`src/rtl/dump_pkg.sv`:
```
`default_nettype none
// +--------------------------------------------------------------------+
// | dump_pkg : command/reply codes and state encodings for the dumper   |
// | Rev 1.0                                                             |
// +--------------------------------------------------------------------+
package dump_pkg;

    localparam logic [7:0] CMD_PING = 8'h50;
    localparam logic [7:0] CMD_READ = 8'h52;
    localparam logic [7:0] RSP_OK   = 8'h4B;
    localparam logic [7:0] RSP_ERR  = 8'h3F;

    // Command-level sequencing; XMIT/GUARD/TXW live in the handshake block
    typedef enum logic [2:0] {
        S_IDLE  = 3'd0,
        S_ARG   = 3'd1,
        S_HDR   = 3'd2,
        S_RD    = 3'd3,
        S_RWAIT = 3'd4,
        S_XFER  = 3'd5
    } dump_state_t;

    typedef enum logic [1:0] {
        HS_IDLE  = 2'd0,
        HS_XMIT  = 2'd1,
        HS_GUARD = 2'd2,
        HS_TXW   = 2'd3
    } hs_state_t;

endpackage
`default_nettype wire

```
`src/rtl/dump_if.sv`:
```
`default_nettype none
// +--------------------------------------------------------------------+
// | dump_if : UART byte pair and BRAM read port seen by the dumper      |
// | Rev 1.0                                                             |
// +--------------------------------------------------------------------+
interface dump_if #(
    parameter int AW = 10
) ();
    logic [7:0]    rx_byte;
    logic          rx_ready;
    logic [7:0]    tx_byte;
    logic          tx_send;
    logic          tx_busy;
    logic [AW-1:0] mem_addr;
    logic          mem_rd;
    logic [7:0]    mem_data;
    logic          active;

    modport master (
        input  rx_byte, rx_ready, tx_busy, mem_data,
        output tx_byte, tx_send, mem_addr, mem_rd, active
    );

    modport slave (
        output rx_byte, rx_ready, tx_busy, mem_data,
        input  tx_byte, tx_send, mem_addr, mem_rd, active
    );
endinterface
`default_nettype wire

```
`src/rtl/dump_tx_hs.sv`:
```
`default_nettype none
// +--------------------------------------------------------------------+
// | dump_tx_hs : one-byte send/busy handshake (XMIT, GUARD, TXW)        |
// | Rev 1.0                                                             |
// +--------------------------------------------------------------------+
module dump_tx_hs
    import dump_pkg::*;
(
    input  wire logic       clk,
    input  wire logic       reset,
    input  wire logic       i_req,
    input  wire logic [7:0] i_byte,
    input  wire logic       i_tx_busy,
    output logic            o_tx_send,
    output logic [7:0]      o_tx_byte,
    output logic            o_done
);

    hs_state_t  r_state;
    hs_state_t  w_next;
    logic [7:0] r_byte;

    always_ff @(posedge clk) begin
        if (reset) begin
            r_state <= HS_IDLE;
            r_byte  <= 8'h00;
        end else begin
            r_state <= w_next;
            if (r_state == HS_IDLE && i_req) begin
                r_byte <= i_byte;
            end
        end
    end

    // GUARD skips one busy sample: the transmitter raises busy a cycle late
    always_comb begin
        w_next    = r_state;
        o_tx_send = 1'b0;
        o_done    = 1'b0;
        case (r_state)
            HS_IDLE: begin
                if (i_req) w_next = HS_XMIT;
            end
            HS_XMIT: begin
                if (!i_tx_busy) begin
                    o_tx_send = 1'b1;
                    w_next    = HS_GUARD;
                end
            end
            HS_GUARD: w_next = HS_TXW;
            HS_TXW: begin
                if (!i_tx_busy) begin
                    o_done = 1'b1;
                    w_next = HS_IDLE;
                end
            end
            default: w_next = HS_IDLE;
        endcase
    end

    assign o_tx_byte = r_byte;

endmodule
`default_nettype wire

```
`src/rtl/bram_dump_ctrl.sv`:
```
`default_nettype none
// +--------------------------------------------------------------------+
// | bram_dump_ctrl : UART command parser streaming BRAM ranges back     |
// | Rev 1.0                                                             |
// +--------------------------------------------------------------------+
module bram_dump_ctrl
    import dump_pkg::*;
#(
    parameter int AW      = 10,
    parameter int RD_LAT  = 1,
    parameter int TIMEOUT = 2_500_000
) (
    input  wire logic clk,
    input  wire logic reset,
    dump_if.master    bus
);

    localparam int               c_TW         = $clog2(TIMEOUT + 1);
    localparam logic [c_TW-1:0]  c_TIMER_LAST = c_TW'(TIMEOUT - 1);
    localparam logic [1:0]       c_RD_LAT     = 2'(RD_LAT);

    dump_state_t     r_state;
    dump_state_t     w_next;
    logic [AW-1:0]   r_addr;
    logic [15:0]     r_count;
    logic [1:0]      r_arg_cnt;
    logic [c_TW-1:0] r_timer;
    logic [1:0]      r_wait;

    logic            w_req;
    logic [7:0]      w_req_byte;
    logic            w_mem_rd;
    logic            w_timeout;
    logic            w_hs_send;
    logic            w_hs_done;
    logic [7:0]      w_hs_byte;

    assign w_timeout = (r_state == S_ARG) && !bus.rx_ready && (r_timer == c_TIMER_LAST);

    always_ff @(posedge clk) begin
        if (reset) begin
            r_state   <= S_IDLE;
            r_addr    <= '0;
            r_count   <= 16'd0;
            r_arg_cnt <= 2'd0;
            r_timer   <= '0;
            r_wait    <= 2'd0;
        end else begin
            r_state <= w_next;

            if (r_state == S_IDLE && bus.rx_ready) begin
                r_count   <= 16'd0;
                r_arg_cnt <= 2'd0;
                r_timer   <= '0;
            end

            // Address bits above AW fall off in the size casts
            if (r_state == S_ARG) begin
                if (bus.rx_ready) begin
                    r_arg_cnt <= r_arg_cnt + 2'd1;
                    r_timer   <= '0;
                    case (r_arg_cnt)
                        2'd0:    r_addr <= AW'({bus.rx_byte, 8'h00});
                        2'd1:    r_addr <= r_addr | AW'(bus.rx_byte);
                        2'd2:    r_count[15:8] <= bus.rx_byte;
                        default: r_count[7:0]  <= bus.rx_byte;
                    endcase
                end else begin
                    r_timer <= r_timer + c_TW'(1);
                end
            end

            if (r_state == S_RD) begin
                r_wait <= 2'd1;
            end else if (r_state == S_RWAIT) begin
                r_wait <= r_wait + 2'd1;
            end

            if (r_state == S_XFER && w_hs_send) begin
                r_addr  <= r_addr + AW'(1);
                r_count <= r_count - 16'd1;
            end
        end
    end

    always_comb begin
        w_next     = r_state;
        w_req      = 1'b0;
        w_req_byte = 8'h00;
        w_mem_rd   = 1'b0;
        case (r_state)
            S_IDLE: begin
                if (bus.rx_ready) begin
                    if (bus.rx_byte == CMD_READ) begin
                        w_next = S_ARG;
                    end else begin
                        w_req      = 1'b1;
                        w_req_byte = (bus.rx_byte == CMD_PING) ? RSP_OK : RSP_ERR;
                        w_next     = S_HDR;
                    end
                end
            end
            S_ARG: begin
                if (w_timeout) begin
                    w_next = S_IDLE;
                end else if (bus.rx_ready && r_arg_cnt == 2'd3) begin
                    w_req      = 1'b1;
                    w_req_byte = CMD_READ;
                    w_next     = S_HDR;
                end
            end
            S_HDR, S_XFER: begin
                if (w_hs_done) begin
                    w_next = (r_count == 16'd0) ? S_IDLE : S_RD;
                end
            end
            S_RD: begin
                w_mem_rd = 1'b1;
                w_next   = S_RWAIT;
            end
            S_RWAIT: begin
                if (r_wait == c_RD_LAT) begin
                    w_req      = 1'b1;
                    w_req_byte = bus.mem_data;
                    w_next     = S_XFER;
                end
            end
            default: w_next = S_IDLE;
        endcase
    end

    dump_tx_hs u_tx_hs (
        .clk       (clk),
        .reset     (reset),
        .i_req     (w_req),
        .i_byte    (w_req_byte),
        .i_tx_busy (bus.tx_busy),
        .o_tx_send (w_hs_send),
        .o_tx_byte (w_hs_byte),
        .o_done    (w_hs_done)
    );

    assign bus.tx_send  = w_hs_send;
    assign bus.tx_byte  = w_hs_byte;
    assign bus.mem_rd   = w_mem_rd;
    assign bus.mem_addr = r_addr;
    assign bus.active   = (r_state != S_IDLE);

endmodule
`default_nettype wire
```
`src/flat_wrapper.sv`:
```
// flat-port wrapper written by rule: the top's interface ports become plain ports
module bram_dump_ctrl_flat import dump_pkg::*;
#(
    parameter int AW      = 10,
    parameter int RD_LAT  = 1,
    parameter int TIMEOUT = 2_500_000
)
  (clk, reset, bus_rx_byte, bus_rx_ready, bus_tx_busy, bus_mem_data, bus_tx_byte, bus_tx_send, bus_mem_addr, bus_mem_rd, bus_active);
  dump_if #(.AW(AW)) bus_i ();
  input  wire logic clk;
  input  wire logic reset;
  input wire logic [$bits(bus_i.rx_byte)-1:0] bus_rx_byte;
  input wire logic [$bits(bus_i.rx_ready)-1:0] bus_rx_ready;
  input wire logic [$bits(bus_i.tx_busy)-1:0] bus_tx_busy;
  input wire logic [$bits(bus_i.mem_data)-1:0] bus_mem_data;
  output wire logic [$bits(bus_i.tx_byte)-1:0] bus_tx_byte;
  output wire logic [$bits(bus_i.tx_send)-1:0] bus_tx_send;
  output wire logic [$bits(bus_i.mem_addr)-1:0] bus_mem_addr;
  output wire logic [$bits(bus_i.mem_rd)-1:0] bus_mem_rd;
  output wire logic [$bits(bus_i.active)-1:0] bus_active;
  assign bus_i.rx_byte = bus_rx_byte;
  assign bus_i.rx_ready = bus_rx_ready;
  assign bus_i.tx_busy = bus_tx_busy;
  assign bus_i.mem_data = bus_mem_data;
  assign bus_tx_byte = bus_i.tx_byte;
  assign bus_tx_send = bus_i.tx_send;
  assign bus_mem_addr = bus_i.mem_addr;
  assign bus_mem_rd = bus_i.mem_rd;
  assign bus_active = bus_i.active;
  bram_dump_ctrl #(.AW(AW), .RD_LAT(RD_LAT), .TIMEOUT(TIMEOUT)) u_core (.clk(clk), .reset(reset), .bus(bus_i));
endmodule
```
`config.mk`:
```
export PLATFORM = sky130hd
export DESIGN_NAME = bram_dump_ctrl_flat
export DESIGN_NICKNAME = d
export VERILOG_FILES = /design/src/rtl/dump_pkg.sv /design/src/rtl/dump_if.sv /design/src/rtl/dump_tx_hs.sv /design/src/rtl/bram_dump_ctrl.sv /design/src/flat_wrapper.sv
export SDC_FILE = /design/constraint.sdc
export NUM_CORES = 1
export LEC_CHECK = 0
export CAP_MARGIN = 20
export CORE_ASPECT_RATIO = 0.8
export CORE_MARGIN = 3
export CORE_UTILIZATION = 42
export DETAILED_ROUTE_END_ITERATION = 7
export PLACE_DENSITY = 0.74
export SYNTH_ARGS = -nofsm -noshare
export SYNTH_HDL_FRONTEND = slang
export SYNTH_SLANG_ARGS = --single-unit
export TNS_END_PERCENT = 5
```
`constraint.sdc`:
```
create_clock -name clk -period 2.61 [get_ports clk]
set_input_delay 0.522 -clock clk [delete_from_list [all_inputs] [get_ports clk]]
set_output_delay 0.522 -clock clk [all_outputs]
set_load 0.05 [all_outputs]
```
# Word-level counts from Yosys, hierarchy flattened
# Cells that the tools add are included.
# Widths: inputs -> output; s select.
[totals]
regBits = 65
input_bits = 20
wordCells = 107
output_inout_bits = 21
[op_classes]
n_mux = 47
n_reduce_logical = 23
addsub = 5
n_bitwise = 1
eq_ne = 22
[ops]
columns = ["cell", "n"]
rows = [
  ["$mux 22", 3],
  ["$mux 16", 4],
  ["$mux 8", 6],
  ["$mux 10", 3],
  ["$pmux 8 s3", 1],
  ["$add 22x1->22 const B", 1],
  ["$eq 22x22->1 const B", 1],
  ["$pmux 10 s2", 1],
  ["$eq 8x7->1 const B", 2],
  ["$logic_not 16->1", 1],
  ["$mux 2", 8],
  ["$sub 16x1->16 const B", 1],
  ["$mux 3", 5],
  ["$pmux 3 s5", 1],
  ["$mux 7", 2],
  ["$ne 2x2->1 const B", 6],
  ["$mux 1", 11],
  ["$add 10x1->10 const B", 1],
  ["$or 10x8->10", 1],
  ["$eq 2x2->1 const B", 4],
  ["$pmux 2 s4", 1],
  ["$reduce_bool 2->1", 4],
  ["$eq 2x1->1 const B", 3],
  ["$eq 3x2->1 const B", 2],
  ["14 further kinds", 25],
]

# Depth between registers and ports, before layout
[depth]
depth_word = 7
mapped_depth = 9
ltp_nobuf = 8

# Cells and area by module
# From an unflattened synthesis, not the netlist that was laid out.
[hier_totals]
cells_unflattened = 490
hier_area_um2 = 3873.7
[modules_own_cells]
columns = ["module", "cells_per_inst", "area_each_um2", "instances", "seq_area_each_um2"]
rows = [
  ["bram_dump_ctrl", 435, 3392.0, 1, 1101.1],
  ["dump_tx_hs", 55, 481.7, 1, 200.2],
]

# Least setup slack after synthesis
# No wires, ideal clock.
[synth_timing]
path_kind = "input -> register"
from = "input port bus_rx_byte[0]"
to = "register u_core.r_state[1]"
path_buffers = 0
cell_stages = 5
setup_time_ns = 0.116
arrival_ns = 2.082
required_ns = 2.494
path_slack_ns = 0.412
path_cell_list = "or4b_1 -> or3_4 -> o21bai_1 -> or4b_1 -> o211a_1"
[synth_via]
elab_chain_cells = 4
[synth_lines]
columns = ["element", "line", "text"]
rows = [
  ["start, declared", "flat_wrapper.sv:12", "input wire logic [$bits(bus_i.rx_byte)-1:0] bus_rx_byte;"],
  ["$eq 8x7->1", "bram_dump_ctrl.sv:94", "if (bus.rx_byte == CMD_READ) begin"],
  ["$mux 2", "bram_dump_ctrl.sv:94", ""],
  ["$mux 3", "bram_dump_ctrl.sv:93", "if (bus.rx_ready) begin"],
  ["$pmux 3 s5", "bram_dump_ctrl.sv:91", "case (r_state)"],
  ["end signal, assigned", "bram_dump_ctrl.sv:49", "r_state <= w_next;"],
  ["end, declared", "bram_dump_ctrl.sv:22", "dump_state_t r_state;"],
]
# No other way between the ends. The select of a mux whose other input is x is not followed.
# A chain may end at the register's enable or synchronous reset.

# Final worst setup path
[layout_timing]
from = "input port bus_rx_byte[6]"
to = "register u_core.u_tx_hs.r_byte[5] (netlist: u_core.u_tx_hs.o_tx_byte[5])"
[layout_via]
elab_chain_cells = 5
elab_cells_between_ends = 10
classes_between = "eq/ne: 2; mux: 7; reduce/logical: 1"
[layout_lines]
columns = ["element", "line", "text"]
rows = [
  ["$eq 8x7->1 (on tied branches)", "bram_dump_ctrl.sv:98, bram_dump_ctrl.sv:94", ""],
  ["$mux 7 / $mux 1 (equally long branches)", "bram_dump_ctrl.sv:98, bram_dump_ctrl.sv:94", ""],
  ["$mux 8 / $mux 1 (equally long branches)", "bram_dump_ctrl.sv:94, bram_dump_ctrl.sv:93", ""],
  ["$mux 8 / $pmux 1 s3 (equally long branches)", "bram_dump_ctrl.sv:93, bram_dump_ctrl.sv:91", ""],
  ["$pmux 8 s3 / $logic_and 1x1->1 (equally long branches)", "bram_dump_ctrl.sv:91, dump_tx_hs.sv:29", ""],
  ["end signal, assigned", "dump_tx_hs.sv:30", "r_byte <= i_byte;"],
  ["end, declared", "dump_tx_hs.sv:21", "logic [7:0] r_byte;"],
]
# Parallel ways exist; a longest one is shown, timed or not.

==> qor.txt <==
status -> finished clean
Worst Setup Path Type -> input pin to flip-flop
DRC Markers -> 0
Worst-Skew Late Latency -> 0.33 ns
Max H-tree Level -> 3
nets@finish -> 583
CTS buffer count -> 9
Async S/R FF share, synth -> 0%
vias per cell -> 6.00
reg2reg end -> u_core.r_count[0]
RSZ-0062 raised after global routing -> no
setup violators final -> 0
DRT iter0 DRCs -> 353
hold_buf cts -> 0
routed len/inst -> 16.5 um
most frequent cells in the layout -> dfxtp_1 (65), nor2_1 (57), buf_4 (39)
period utilization -> 94.3%
Clock Sink Count -> 65
net switching power -> 0.00141 W
Final Max Tran Viols -> 0
Power Dens Cells -> 781 mW/mm^2
Vert. Die Dim -> 92.0 um
Peak VDD IR -> 0.674 mV
Setup crit end kind -> flip-flop
CP startpoint -> bus_rx_byte[6]
Min Hold Slack -> 0.478 ns
CP arrival -> 2.70 ns
Slew headroom -> 51.3%
ANT nets after route -> 0
Setup WS post-layout -> 0.150 ns
synth-to-layout area growth -> 24.7%
vias -> 3981
Combinational Power Share -> 37.8%
Mapped Cells -> 491
Period minus WS final -> 2.46 ns
Tightest Pin Transition -> 0.724 ns
FILL cells -> 786
antenna violations before repair -> 0
Antenna diodes -> 0
Core Region -> 0.00875 sq mm
critical path peak fanout -> 5
vias in the first global route -> 3693
Yosys warning total -> 0
Setup TNS -> 0 ns
CTS root buffer -> clkbuf_16
top cells by area, synth -> dfxtp_1 (34%), nor2_1 (5.5%), a21oi_1 (4.5%), ha_1 (4.5%), nand2_1 (3.7%)
# Max-Cap Violations -> 0
Hold Vio Cnt, Final -> 0
top cell type's share of synthesized area -> 33.5%
grt total ovfl -> 0
first-pass GRT wire length -> 18100 um
Overall Global Routing Usage -> 21.3%
Clock Tree Buf Depth -> 2
layout cells sized above 1 -> 12.0%
sequential share of power -> 32.9%
sequential element share of the synthesized area -> 33.5%
crit path to -> u_core.u_tx_hs.o_tx_byte[5]
internal reg-to-reg setup slack -> 0.31 ns
clock slew at the register clock pins of the worst setup and hold paths -> 0.05 ns
Ports -> 41
total wire length -> 10900 um
CTS tree -> done
Register-to-Register Path Depth -> 6
die boundary width -> 113 um
post-synth top area cell -> dfxtp_1
largest net degree at the start of global routing -> 44
CP startpoint kind -> input pin
FMAX -> 0.406 GHz
Starting Density -> 44.4%
Mapped Nets -> 525
Detail Placement HPWL -> 7880 um
CP required -> 2.84 ns
non-filler cells, final -> 663
Post-synth EDFFs -> 0
Placer Congestion -> 0.938
hold crit path type -> flip-flop to flip-flop
commonest non-fill, non-tap cell in the layout -> dfxtp_1
skew final -> 0.00319 ns
FF/Latch Area -> 0.00130 sq mm
Final Power -> 0.00378 W
Sw Share -> 37.2%
Cell Count Post-Placement -> 650
Rows -> 30
Int Power -> 0.00237 W
die area -> 0.0104 sq mm
multi-input logic area -> 0.00240 sq mm
Post-CTS Setup Bufs -> 0
distinct cell type count after synthesis -> 68
Pleak -> 1.79 nW
port bufs -> 40
Mapped Area -> 0.00388 sq mm
Post-synth top flop -> dfxtp_1
DR pass1 iterations -> 6
Post-Syn Area per Cell -> 7.90 sq um
post_cts resized -> 0
clock network power share -> 29.3%
worst slack, placed -> -0.136 ns
Seq cells post-synth -> 65
Reg-to-Reg Start -> u_core.r_state[0]
## cells in the mapped netlist (all sizes together), types with 14 or more instances
library cell / number
nor3: 20
ha: 14
inv: 14
nand4: 16
a21oi: 35
a211oi: 17
nand2: 38
nand3: 17
o21ai: 27
clkbuf: 18
nor2: 57
dfxtp: 65
## stage by stage
stage          area [sq um]  utilization (%)
2_1_floorplan          3880                -
3_3_place_gp           4570             52.2
3_5_place_dp           4570             52.2
4_1_cts                4840             55.3
5_1_grt                4840             55.3
6_report               4840             55.3
## flip-flops by register name, indices dropped and copies added, names as in the netlist
| signal | count |
|---|---|
| u_core.u_tx_hs.r_state | 2 |
| u_core.r_state | 3 |
| u_core.r_arg_cnt | 2 |
| u_core.bus.mem_addr | 10 |
| u_core.u_tx_hs.o_tx_byte | 8 |
| u_core.r_count | 16 |
| u_core.r_timer | 22 |
| u_core.r_wait | 2 |
## worst min path at each step
stage	depth (start not counted)	end	slack (ns)	from
after floorplan	1	u_core.r_timer[18]	0.43	u_core.r_timer[18]
after global placement	1	u_core.r_timer[18]	0.46	u_core.r_timer[18]
after detailed placement	1	u_core.r_timer[18]	0.47	u_core.r_timer[18]
after CTS	1	u_core.r_timer[18]	0.48	u_core.r_timer[18]
after global routing	1	u_core.r_timer[18]	0.51	u_core.r_timer[18]
final	1	u_core.r_timer[18]	0.48	u_core.r_timer[18]
## logic make-up after synthesis
kind of cell             share of synthesized area, %
AO/OA/AOI/OAI                                    24.5
XOR/XNOR                                         1.58
adder cells (fa/ha/maj)                          4.51
buffers and inverters                            4.68
flip-flops                                       33.5
multiplexers                                    0.258
AND/OR/NAND/NOR                                  30.9
## final cells by class
cell class	count	area share, %
multi-input cells	382	49.5
flip-flops and latches	65	26.9
repair buffers	77	14.0
clock buffers	13	5.58
well taps	112	2.90
inverters	14	1.09
## power groups by stage
stage / combinational, W / sequential [W] / clock, W
5_1_grt: 0.00155 / 0.00127 / 0.00115
3_3_place_gp: 0.00138 / 0.00125 / 0
4_1_cts: 0.00142 / 0.00124 / 0.00112
2_1_floorplan: 0.000825 / 0.00137 / 0
6_report: 0.00143 / 0.00124 / 0.00111
3_5_place_dp: 0.00141 / 0.00126 / 0
## per-layer routing
| layer | track usage [%] | share of wire, % |
|---|---|---|
| met1 | 30.4 | 47 |
| met2 | 30.2 | 43 |
| met3 | 7.06 | 8.5 |
| met4 | 6.51 | 1.4 |
| met5 | 0 | 0 |
## critical path: stages
cell             delay [ns]
clkdlybuf4s50_1        0.49
or4b_1                 0.54
o41a_1                 0.47
o21a_1                 0.25
a21boi_1               0.18
a211oi_1               0.24
(Power assumes the default switching activity.)
